--- src/rtl/polar_enc_frame_ctrl_pkg.sv ---
// polar_enc_pkg: shared constants, FSM state type and bit helpers for the N=32 polar encoder
//   N / LOG2N       codeword length and index width
//   FROZEN_INIT_DEF default frozen mask (bit i = 1 -> u[i] frozen to 0)
//   state_t         controller states LOAD / XFORM / EMIT
//   bitrev5         5-bit index reversal
//   ffs32           index of the lowest set bit (0 when none set)
package polar_enc_pkg;

    localparam int N     = 32;
    localparam int LOG2N = 5;

    localparam logic [N-1:0] FROZEN_INIT_DEF = 32'hFFFF_0000;

    typedef enum logic [1:0] {
        LOAD,
        XFORM,
        EMIT
    } state_t;

    function automatic logic [LOG2N-1:0] bitrev5(input logic [LOG2N-1:0] v);
        return {v[0], v[1], v[2], v[3], v[4]};
    endfunction

    // Scans downward so the lowest set bit is the last one written.
    function automatic logic [LOG2N-1:0] ffs32(input logic [N-1:0] v);
        logic [LOG2N-1:0] r;
        r = '0;
        for (int i = N - 1; i >= 0; i--)
            if (v[i]) r = i[LOG2N-1:0];
        return r;
    endfunction

endpackage

--- src/rtl/polar_enc_frame_ctrl_if.sv ---
// polar_enc_frame_ctrl_if: one-bit valid/ready stream with end-of-frame marker
//   valid  source has a bit
//   ready  sink accepts the bit
//   data   the bit
//   last   final bit of the frame
//   master drives valid/data/last, slave drives ready
interface polar_enc_frame_ctrl_if;

    logic valid;
    logic ready;
    logic data;
    logic last;

    modport master (output valid, output data, output last, input  ready);
    modport slave  (input  valid, input  data, input  last, output ready);

endinterface

--- src/rtl/polar_enc_frame_ctrl_xform.sv ---
// polar_enc_frame_ctrl_xform: registered 32-point polar transform, x_i = XOR of u_j over all j subset of i
//   clk     clock
//   rst_n   asynchronous active-low reset, clears dout_o
//   din_i   u vector
//   dout_o  x vector, one cycle after din_i
module polar_enc_frame_ctrl_xform
    import polar_enc_pkg::*;
(
    input  logic         clk,
    input  logic         rst_n,
    input  logic [N-1:0] din_i,
    output logic [N-1:0] dout_o
);

    logic [N-1:0] x_d;

    always_comb begin
        x_d = '0;
        for (int i = 0; i < N; i++)
            for (int j = 0; j < N; j++)
                if ((j & i) == j) x_d[i] = x_d[i] ^ din_i[j];
    end

    always_ff @(posedge clk or negedge rst_n)
        if (!rst_n) dout_o <= '0;
        else        dout_o <= x_d;

endmodule

--- src/rtl/polar_enc_frame_ctrl.sv ---
// polar_enc_frame_ctrl: frame sequencer packing serial info bits into u, running the transform and streaming x out
//   clk           clock
//   rst_n         asynchronous active-low reset
//   cfg_we_i      frozen-mask write strobe
//   cfg_frozen_i  new frozen mask (bit i = 1 -> u[i] frozen)
//   cfg_err_o     one-cycle pulse after an all-ones mask write was rejected
//   s_if          info-bit input stream (slave)
//   m_if          codeword-bit output stream (master), m_if.last on the 32nd bit
//   len_err_o     one-cycle pulse after the closing info bit: [0] s_last early, [1] K-th bit without s_last
//   busy_o        frame in progress
// Build option: POLAR_ENC_BITREV_EN emits the codeword in bit-reversed index order.
module polar_enc_frame_ctrl
    import polar_enc_pkg::*;
#(
    parameter logic [N-1:0] FROZEN_INIT = FROZEN_INIT_DEF
) (
    input  logic                   clk,
    input  logic                   rst_n,
    input  logic                   cfg_we_i,
    input  logic [N-1:0]           cfg_frozen_i,
    output logic                   cfg_err_o,
    polar_enc_frame_ctrl_if.slave  s_if,
    polar_enc_frame_ctrl_if.master m_if,
    output logic [1:0]             len_err_o,
    output logic                   busy_o
);

    state_t           state_q;
    logic [N-1:0]     u_q, rem_q, mask_q, pmask_q, x;
    logic [LOG2N-1:0] idx_q, pos, emit_idx;
    logic             pend_q, s_ready_q, m_valid_q, m_last_q;

    logic             s_acc, m_acc, fill_done, cfg_ok, cfg_now, pend_d;
    logic [N-1:0]     rem_left, pmask_d, next_mask;

    polar_enc_frame_ctrl_xform u_xform (
        .clk    (clk),
        .rst_n  (rst_n),
        .din_i  (u_q),
        .dout_o (x)
    );

    always_comb begin
        s_acc     = s_if.valid & s_ready_q;
        m_acc     = m_valid_q & m_if.ready;
        pos       = ffs32(rem_q);
        rem_left  = rem_q & ~(32'd1 << pos);
        fill_done = rem_left == '0;
        cfg_ok    = cfg_we_i & ~(&cfg_frozen_i);
        // A write lands immediately only while nothing of the current frame has been taken;
        // a bit accepted in the same cycle claims the old mask.
        cfg_now   = cfg_ok & (state_q == LOAD) & (rem_q == ~mask_q) & ~s_acc;
        pend_d    = (cfg_ok & ~cfg_now) | pend_q;
        pmask_d   = cfg_ok ? cfg_frozen_i : pmask_q;
        next_mask = pend_d ? pmask_d : mask_q;
`ifdef POLAR_ENC_BITREV_EN
        emit_idx  = bitrev5(idx_q);
`else
        emit_idx  = idx_q;
`endif
    end

    always_ff @(posedge clk or negedge rst_n) begin
        if (!rst_n) begin
            state_q   <= LOAD;
            u_q       <= '0;
            rem_q     <= ~FROZEN_INIT;
            mask_q    <= FROZEN_INIT;
            pmask_q   <= FROZEN_INIT;
            pend_q    <= 1'b0;
            idx_q     <= '0;
            s_ready_q <= 1'b1;
            m_valid_q <= 1'b0;
            m_last_q  <= 1'b0;
            cfg_err_o <= 1'b0;
            len_err_o <= 2'b00;
        end else begin
            cfg_err_o <= cfg_we_i & (&cfg_frozen_i);
            len_err_o <= 2'b00;
            pend_q    <= pend_d;
            pmask_q   <= pmask_d;
            if (cfg_now) begin
                mask_q <= cfg_frozen_i;
                rem_q  <= ~cfg_frozen_i;
            end
            case (state_q)
                LOAD: if (s_acc) begin
                    u_q[pos] <= s_if.data;
                    rem_q    <= rem_left;
                    if (fill_done | s_if.last) begin
                        state_q   <= XFORM;
                        s_ready_q <= 1'b0;
                        len_err_o <= {fill_done & ~s_if.last, s_if.last & ~fill_done};
                    end
                end
                // The core samples u during this cycle, so x is valid from the first EMIT cycle.
                XFORM: begin
                    state_q   <= EMIT;
                    idx_q     <= '0;
                    m_valid_q <= 1'b1;
                    m_last_q  <= 1'b0;
                end
                EMIT: if (m_acc) begin
                    idx_q    <= idx_q + 5'd1;
                    m_last_q <= idx_q == 5'd30;
                    if (m_last_q) begin
                        state_q   <= LOAD;
                        idx_q     <= '0;
                        m_valid_q <= 1'b0;
                        m_last_q  <= 1'b0;
                        s_ready_q <= 1'b1;
                        u_q       <= '0;
                        mask_q    <= next_mask;
                        rem_q     <= ~next_mask;
                        pend_q    <= 1'b0;
                    end
                end
                default: begin
                    state_q   <= LOAD;
                    s_ready_q <= 1'b1;
                    m_valid_q <= 1'b0;
                    m_last_q  <= 1'b0;
                end
            endcase
        end
    end

    assign s_if.ready = s_ready_q;
    assign m_if.valid = m_valid_q;
    assign m_if.last  = m_last_q;
    assign m_if.data  = m_valid_q & x[emit_idx];
    assign busy_o     = (state_q != LOAD) || (rem_q != ~mask_q);

endmodule

--- src/flat_wrapper.sv ---
// flat-port wrapper written by rule: the top's interface ports become plain ports
module polar_enc_frame_ctrl_flat import polar_enc_pkg::*;
#(
    parameter logic [N-1:0] FROZEN_INIT = FROZEN_INIT_DEF
)
  (clk, rst_n, cfg_we_i, cfg_frozen_i, cfg_err_o, len_err_o, busy_o, s_if_valid, s_if_data, s_if_last, s_if_ready, m_if_valid, m_if_data, m_if_last, m_if_ready);
  polar_enc_frame_ctrl_if s_if_i ();
  polar_enc_frame_ctrl_if m_if_i ();
  input  logic clk;
  input  logic rst_n;
  input  logic cfg_we_i;
  input  logic [N-1:0] cfg_frozen_i;
  output logic cfg_err_o;
  output logic [1:0] len_err_o;
  output logic busy_o;
  input wire logic [$bits(s_if_i.valid)-1:0] s_if_valid;
  input wire logic [$bits(s_if_i.data)-1:0] s_if_data;
  input wire logic [$bits(s_if_i.last)-1:0] s_if_last;
  output wire logic [$bits(s_if_i.ready)-1:0] s_if_ready;
  output wire logic [$bits(m_if_i.valid)-1:0] m_if_valid;
  output wire logic [$bits(m_if_i.data)-1:0] m_if_data;
  output wire logic [$bits(m_if_i.last)-1:0] m_if_last;
  input wire logic [$bits(m_if_i.ready)-1:0] m_if_ready;
  assign s_if_i.valid = s_if_valid;
  assign s_if_i.data = s_if_data;
  assign s_if_i.last = s_if_last;
  assign s_if_ready = s_if_i.ready;
  assign m_if_valid = m_if_i.valid;
  assign m_if_data = m_if_i.data;
  assign m_if_last = m_if_i.last;
  assign m_if_i.ready = m_if_ready;
  polar_enc_frame_ctrl #(.FROZEN_INIT(FROZEN_INIT)) u_core (.clk(clk), .rst_n(rst_n), .cfg_we_i(cfg_we_i), .cfg_frozen_i(cfg_frozen_i), .cfg_err_o(cfg_err_o), .s_if(s_if_i), .m_if(m_if_i), .len_err_o(len_err_o), .busy_o(busy_o));
endmodule
--- config.mk ---
export PLATFORM = sky130hd
export DESIGN_NAME = polar_enc_frame_ctrl_flat
export DESIGN_NICKNAME = d
export VERILOG_FILES = /design/src/rtl/polar_enc_frame_ctrl_pkg.sv /design/src/rtl/polar_enc_frame_ctrl_if.sv /design/src/rtl/polar_enc_frame_ctrl_xform.sv /design/src/rtl/polar_enc_frame_ctrl.sv /design/src/flat_wrapper.sv
export SDC_FILE = /design/constraint.sdc
export NUM_CORES = 1
export LEC_CHECK = 0
export CAP_MARGIN = 20
export CORE_MARGIN = 5
export CORE_UTILIZATION = 30
export DETAILED_ROUTE_END_ITERATION = 8
export DONT_BUFFER_PORTS = 1
export PLACE_DENSITY_LB_ADDON = 0.12
export SLEW_MARGIN = 30
export SYNTH_ARGS = -nofsm -noshare
export SYNTH_HDL_FRONTEND = slang
export SYNTH_HIERARCHICAL = 1
export SYNTH_SLANG_ARGS = --single-unit
--- constraint.sdc ---
create_clock -name clk -period 3.6 [get_ports clk]
set_input_delay 0.72 -clock clk [delete_from_list [all_inputs] [get_ports clk]]
set_output_delay 0.72 -clock clk [all_outputs]
set_load 0.02 [all_outputs]
==> run metrics, run 1 <==
delay-heaviest family, CP compound AO/OA/AOI/OAI gates; Sw Share 0.4261; hpwl dp 24.97 mm; fraction of layout cells with a size suffix above 1 0.2059; Lkg Pwr 4.516 nW; R2R Path Start u_core/rem_q[24]; Yosys warning total 6; Core Area 32,290 um2; CP Class flip-flop to flip-flop; Avg WL per Cell 22.97 um; critical path data required time 3.98 ns; total setup buffers inserted after CTS 0; synth top area cells dfrtp_1 32%, dfstp_2 13%, nor2_1 5.8%, xnor2_1 5.2%, xor2_1 4.3%; Chip Width 190.3 um; sequential power share 0.375; post-synthesis async set-or-reset flop share 1.000; Final Wtd Congestion 0.8845; Gate Count Post-Synth 1,017; Yosys reg bits 174; most frequent cell after synthesis nor2_1; Crit path arrival time 3.88 ns; first-pass GRT wire length 52.20 mm; biggest cell delay along the critical path 0.60 ns; starting DRC count in detailed routing 660; ys flop type dfrtp_1; CTS Buf Count 17; minimum clock period after layout 3.496 ns; Inserted Diodes 0; fmax 286.1 MHz; Die ar. 36,220 um2; final hold violations 0; post-route clock period utilization 0.9710; maximum vdd drop 427.7 uV; vias in the first global route 7,845; Final Total Pwr 9.484 mW; DP Area 10,550 um2; Yosys top cell by area dfrtp_1; Max Cap Viol 0; post-synth top area share 0.3207; Slew Viols, Final 0; Startpoint Class flip-flop; beginning of the critical path u_core/rem_q[24]; register area share after synthesis 0.4527; largest net degree at the start of global routing 126; Clock Sinks 174; WP buf/inv 0; number of synthesized flops with an enable pin 0; Initial Util 0.3021; Routed WL 34.13 mm; Layout Skew 0.01429 ns; Vias 7,916; routed vias/inst 5.327; Buffers on Ports 0; R2R setup slack 0.10 ns; Die Y 190.3 um; worst slack at placement 0.01978 ns; clk buf depth 2; Syn Nets 1,058; Clock power frac 0.208; IO Count 47; crit path cell chain nor2_1 > o311ai_1 > a31oi_4 > or2_1 > o31ai_1 > nand4_1 > or4_1 > o21ba_1; CTS tree built; GR Overflow Total 0; Layout Nets 1,072; Worst Path Max Fanout 10; Post-Synthesis Cell Area 9753 um2; num rows 66; endpoints failing setup 0; pwr/cell area 843.6 nW/um2; Worst Setup End Kind flip-flop; antenna violations before repair 0; Yosys cell types 63; Max-slew headroom 0.4384; worst skew pair latency 0.45 ns; Clock Pin Slew Worst Setup and Hold Paths 0.08 ns; Slew @ Worst Pin 0.8424 ns; Initial DRT Pass Iterations 7; root buf cell clkbuf_16; Min-Delay Path Class primary input to async pin; Post-Route Setup TNS 0 ns; H-tree levels 4; switching power total 4.041 mW; Design Area, Final 11,240 um2; DRC Markers 0; Logic pwr share 0.417; crit path max-delay cell type or4_1; Layout area overhead 15.27%; RSZ-0062 raised after global routing false; GRT Total Usage 0.1905; Mean Syn Cell Area 9.590 um2; commonest cells in the netlist 150 x nor2_1, 125 x dfrtp_1, 63 x nand2_1, 61 x o21ai_0, 58 x xnor2_1; final setup margin 0.1042 ns; post-route ant nets 0; Int Power 5.443 mW; outcome finished, final reports clean
==> power groups by stage <==
| stage | Clock, mW | Combinational, mW | Sequential [mW] |
|---|---|---|---|
| after CTS | 2.03 | 3.89 | 3.54 |
| after detailed placement | 0 | 3.83 | 3.56 |
| after global routing | 2.10 | 4.26 | 3.64 |
| after global placement | 0 | 3.89 | 3.56 |
| final | 1.97 | 3.96 | 3.56 |
| after floorplan | 0 | 2.85 | 3.09 |
==> path summary, 6_finish.rpt <==
check | to | cells past startpoint
hold reg to reg | u_core/pmask_q[13] | 1
setup / recovery | u_core/s_if.ready | 8
max in group asynchronous | u_core/u_q[3] | 1
setup reg to reg | u_core/s_if.ready | 8
hold / removal | u_core/rem_q[11] | 0
min in group clk | u_core/rem_q[4] | 1
==> repair_timing <==
| item | 4_1_cts | 5_1_grt |
|---|---|---|
| setup endpoints to repair | 2 | 4 |
| resized for setup | 1 | 10 |
| endpoints found under the hold margin | 125 | 0 |
| cloned | 0 | 0 |
| hold buffers | 1 | 0 |
==> flip-flops by register name (all words and copies together), names as in the netlist, 2 cells and up <==
register	cells
u_core/state_q	2
u_core/emit_idx	5
u_core/u_xform/dout_o	32
u_core/len_err_o	2
u_core/rem_q	32
u_core/u_q	32
u_core/pmask_q	32
u_core/mask_q	32
==> final cells by class <==
type | count | area (um2)
clock buffer | 17 | 425.4
clock inverter | 15 | 182.7
fill | 3282 | 21050
inverter | 17 | 63.81
multi-input combinational | 757 | 5076
sequential | 174 | 4415
tap | 442 | 553.0
timing repair buffer | 64 | 525.5
==> logic make-up after synthesis <==
group / after synthesis / share of synthesized area
AND/OR/NAND/NOR: 331 / 0.1583
flip-flops: 174 / 0.4527
AO/OA/AOI/OAI: 258 / 0.1731
XOR/XNOR: 112 / 0.1064
multiplexers: 54 / 0.07184
buffers and inverters: 86 / 0.03515
adder cells (fa/ha/maj): 2 / 0.002565
==> per-layer routing <==
layer / GRT usage / up-vias / wire length (um)
li1: - / 3682 / -
met1: 0.2855 / 3996 / 16840
met2: 0.2796 / 214 / 14920
met3: 0.04010 / 24 / 1933
met4: 0.04862 / 0 / 434
met5: 0 / - / 0
==> stage by stage <==
stage / utilization / std cells / hold slack [ns]
floorplan: - / 1017 / 0.3748
global placement: 0.3267 / 1453 / 0.4339
detailed placement: 0.3267 / 1453 / 0.4342
CTS: 0.3466 / 1486 / 0.08901
global route: 0.3482 / 1486 / 0.09043
finish: 0.3482 / 1486 / 0.1216
==> cells in the final DEF, fill, tap and decap left out, types with 20 or more instances in the layout <==
cell type / count
nor2_1: 148
dfrtp_1: 125
nand2_1: 63
buf_4: 61
o21ai_0: 60
xnor2_1: 58
a21oi_1: 52
o211ai_1: 51
dfstp_2: 49
xor2_1: 48
mux2_2: 28
nand3_1: 25
nand4_1: 20
==> worst reg2reg max path, stage by stage (launching register included) <==
cell      delay [ns]
dfrtp_1         0.50
nor2_1          0.11
o311ai_1        0.57
a31oi_4         0.26
or2_1           0.46
o31ai_1         0.48
nand4_1         0.24
or4_1           0.60
o21ba_1         0.21
No activity file was read; power rests on OpenSTA's default activity.
==> run 2, diff against run 1 <==
--- a/config.mk
+++ b/config.mk
@@ -7,7 +7,7 @@
 export LEC_CHECK = 0
 export CAP_MARGIN = 20
 export CORE_MARGIN = 5
-export CORE_UTILIZATION = 30
+export CORE_UTILIZATION = 45
 export DETAILED_ROUTE_END_ITERATION = 8
 export DONT_BUFFER_PORTS = 1
 export PLACE_DENSITY_LB_ADDON = 0.12
==> run metrics, run 2 (same netlist as run 1, synthesis figures left out) <==
fraction of layout cells with a size suffix above 1 0.1887; Reg-to-Reg End u_core/s_if.ready; M1 GR Usage 0.3905; Worst Setup End Kind flip-flop; critical path data required time 3.97 ns; met3 Track Usage GR 0.04592; Finished Layout Cells 1,298; Slew Viols, Final 0; total setup buffers inserted after CTS 0; Min-Delay Path Class primary input to async pin; Lkg Pwr 4.417 nW; Most Used Layer, Global Route met1; Die ar. 24,720 um2; commonest non-fill, non-tap cells in the layout 149 x nor2_1, 125 x dfrtp_1, 63 x nand2_1, 60 x o21ai_0, 58 x xnor2_1; post-route ant nets 0; DRC Markers 0; clk buf depth 2; antenna violations before repair 0; hold_ws 0.1237 ns; area of the multi-input gates 5082 um2; maximum vdd drop 380.1 uV; Initial Util 0.4611; final hold violations 0; endpoints failing setup 0; CTS Buf Count 17; Max Cap Viol 0; GRT Total Usage 0.2547; Setup crit end u_core/s_if.ready; Layout Nets 1,051; Clock Sinks 174; register area 4415 um2; Slew @ Worst Pin 1.026 ns; Worst Path Max Fanout 10; CTS tree built; worst skew pair latency 0.44 ns; Avg WL per Cell 23.65 um; Max-slew headroom 0.3132; starting DRC count in detailed routing 742; H-tree levels 4; CP Class flip-flop to flip-flop; Inserted Diodes 0; IO Count 47; R2R Path Start u_core/rem_q[6]; fmax 289.3 MHz; Die Y 157.2 um; post-route clock period utilization 0.9601; most common cell after layout, fill and taps aside nor2_1; Buffers on Ports 0; num rows 53; Layout area overhead 11.30%; hpwl dp 22.34 mm; placed cells 1,265; root buf cell clkbuf_16; outcome finished, final reports clean; Clock Pin Slew Worst Setup and Hold Paths 0.07 ns; first-pass GRT wire length 47.96 mm; routed vias/inst 6.146; vias in the first global route 7,749; largest net degree at the start of global routing 126; Final Wtd Congestion 0.9760; beginning of the critical path u_core/rem_q[6]; Crit path arrival time 3.82 ns; met2 Usage GRT 0.3749; filler instances 1,967; minimum clock period after layout 3.456 ns; GR Overflow Total 0; R2R cell count 10; Vias 7,978; pwr/cell area 844.6 nW/um2; RSZ-0062 raised after global routing false; R2R setup slack 0.14 ns; Chip Width 157.2 um; Routed WL 30.70 mm; Initial DRT Pass Iterations 7; Startpoint Class flip-flop; Layout Skew 0.01253 ns; Core Area 21,150 um2
run 2: cell count changes in the layout (fill, tap and decap cells not counted), moves of 3 or more:
cell        before  now
clkinv_4         1    5
bufinv_16        3    0
clkinv_2         3    0
buf_4           61   39
inv_8            1    7
clkinvlp_4       3    0
run 2: repair_timing:
action,4_1_cts,5_1_grt
endpoints found under the setup margin,1,4
cloned,0,0
pin swaps,0,1
hold buffers,1,0
hold endpoints to repair,125,0
gates resized for setup,1,9
run 2: cell type report:
class	count	share of cell area
multi-input cells	757	0.4682
clock buffers	18	0.03953
well taps	275	0.03170
flip-flops and latches	174	0.4068
repair buffers	43	0.03504
inverters	17	0.005878
clock inverters	14	0.01291
run 2: report_power, final:
group          switching (mW)  internal [mW]  total, mW
Combinational            2.25           1.54       3.79
Clock                   0.888          0.926       1.81
Sequential              0.863           2.70       3.56
Total                    4.00           5.17       9.17
run 2: how the worst min path moves through the flow:
stage / slack (ns) / cells past startpoint / end / startpoint
3_5_place_dp: 0.43 / 0 / u_core/pmask_q[4] / rst_n
3_3_place_gp: 0.43 / 0 / u_core/pmask_q[4] / rst_n
4_1_cts: 0.10 / 0 / u_core/mask_q[31] / rst_n
5_1_grt: 0.10 / 0 / u_core/mask_q[31] / rst_n
6_report: 0.12 / 0 / u_core/mask_q[31] / rst_n
2_1_floorplan: 0.37 / 0 / u_core/u_xform/dout_o[0] / u_core/u_q[0]
run 2: through the flow:
stage               setup TNS [ns]  setup WS (ns)  utilization  instance area (um2)  power, mW
global route                     0       0.005709       0.5132                10860      9.680
floorplan                        0         0.6096            -                 9753      5.935
detailed placement               0        0.03932       0.4822                10200      7.194
CTS                              0        0.05408       0.5107                10800      9.083
global placement          -0.03712       -0.03712       0.4819                10190      7.202
finish                           0         0.1438       0.5132                10860      9.168
run 2: layer usage:
| layer | vias up | routed length, um |
|---|---|---|
| li1 | 3616 | - |
| met1 | 4010 | 14630 |
| met2 | 317 | 13470 |
| met3 | 35 | 2130 |
| met4 | 0 | 472 |
| met5 | - | 0 |
run 2: critical path, stage by stage, from the launching register on:
cell and delay (ns):
dfstp_2 0.62, nor2_1 0.08, a2111o_1 0.48, a2bb2oi_4 0.26
nand2b_1 0.17, nor2_1 0.18, buf_4 0.23, or4_1 0.50
a21o_1 0.18, or4_1 0.49, o21ba_1 0.19
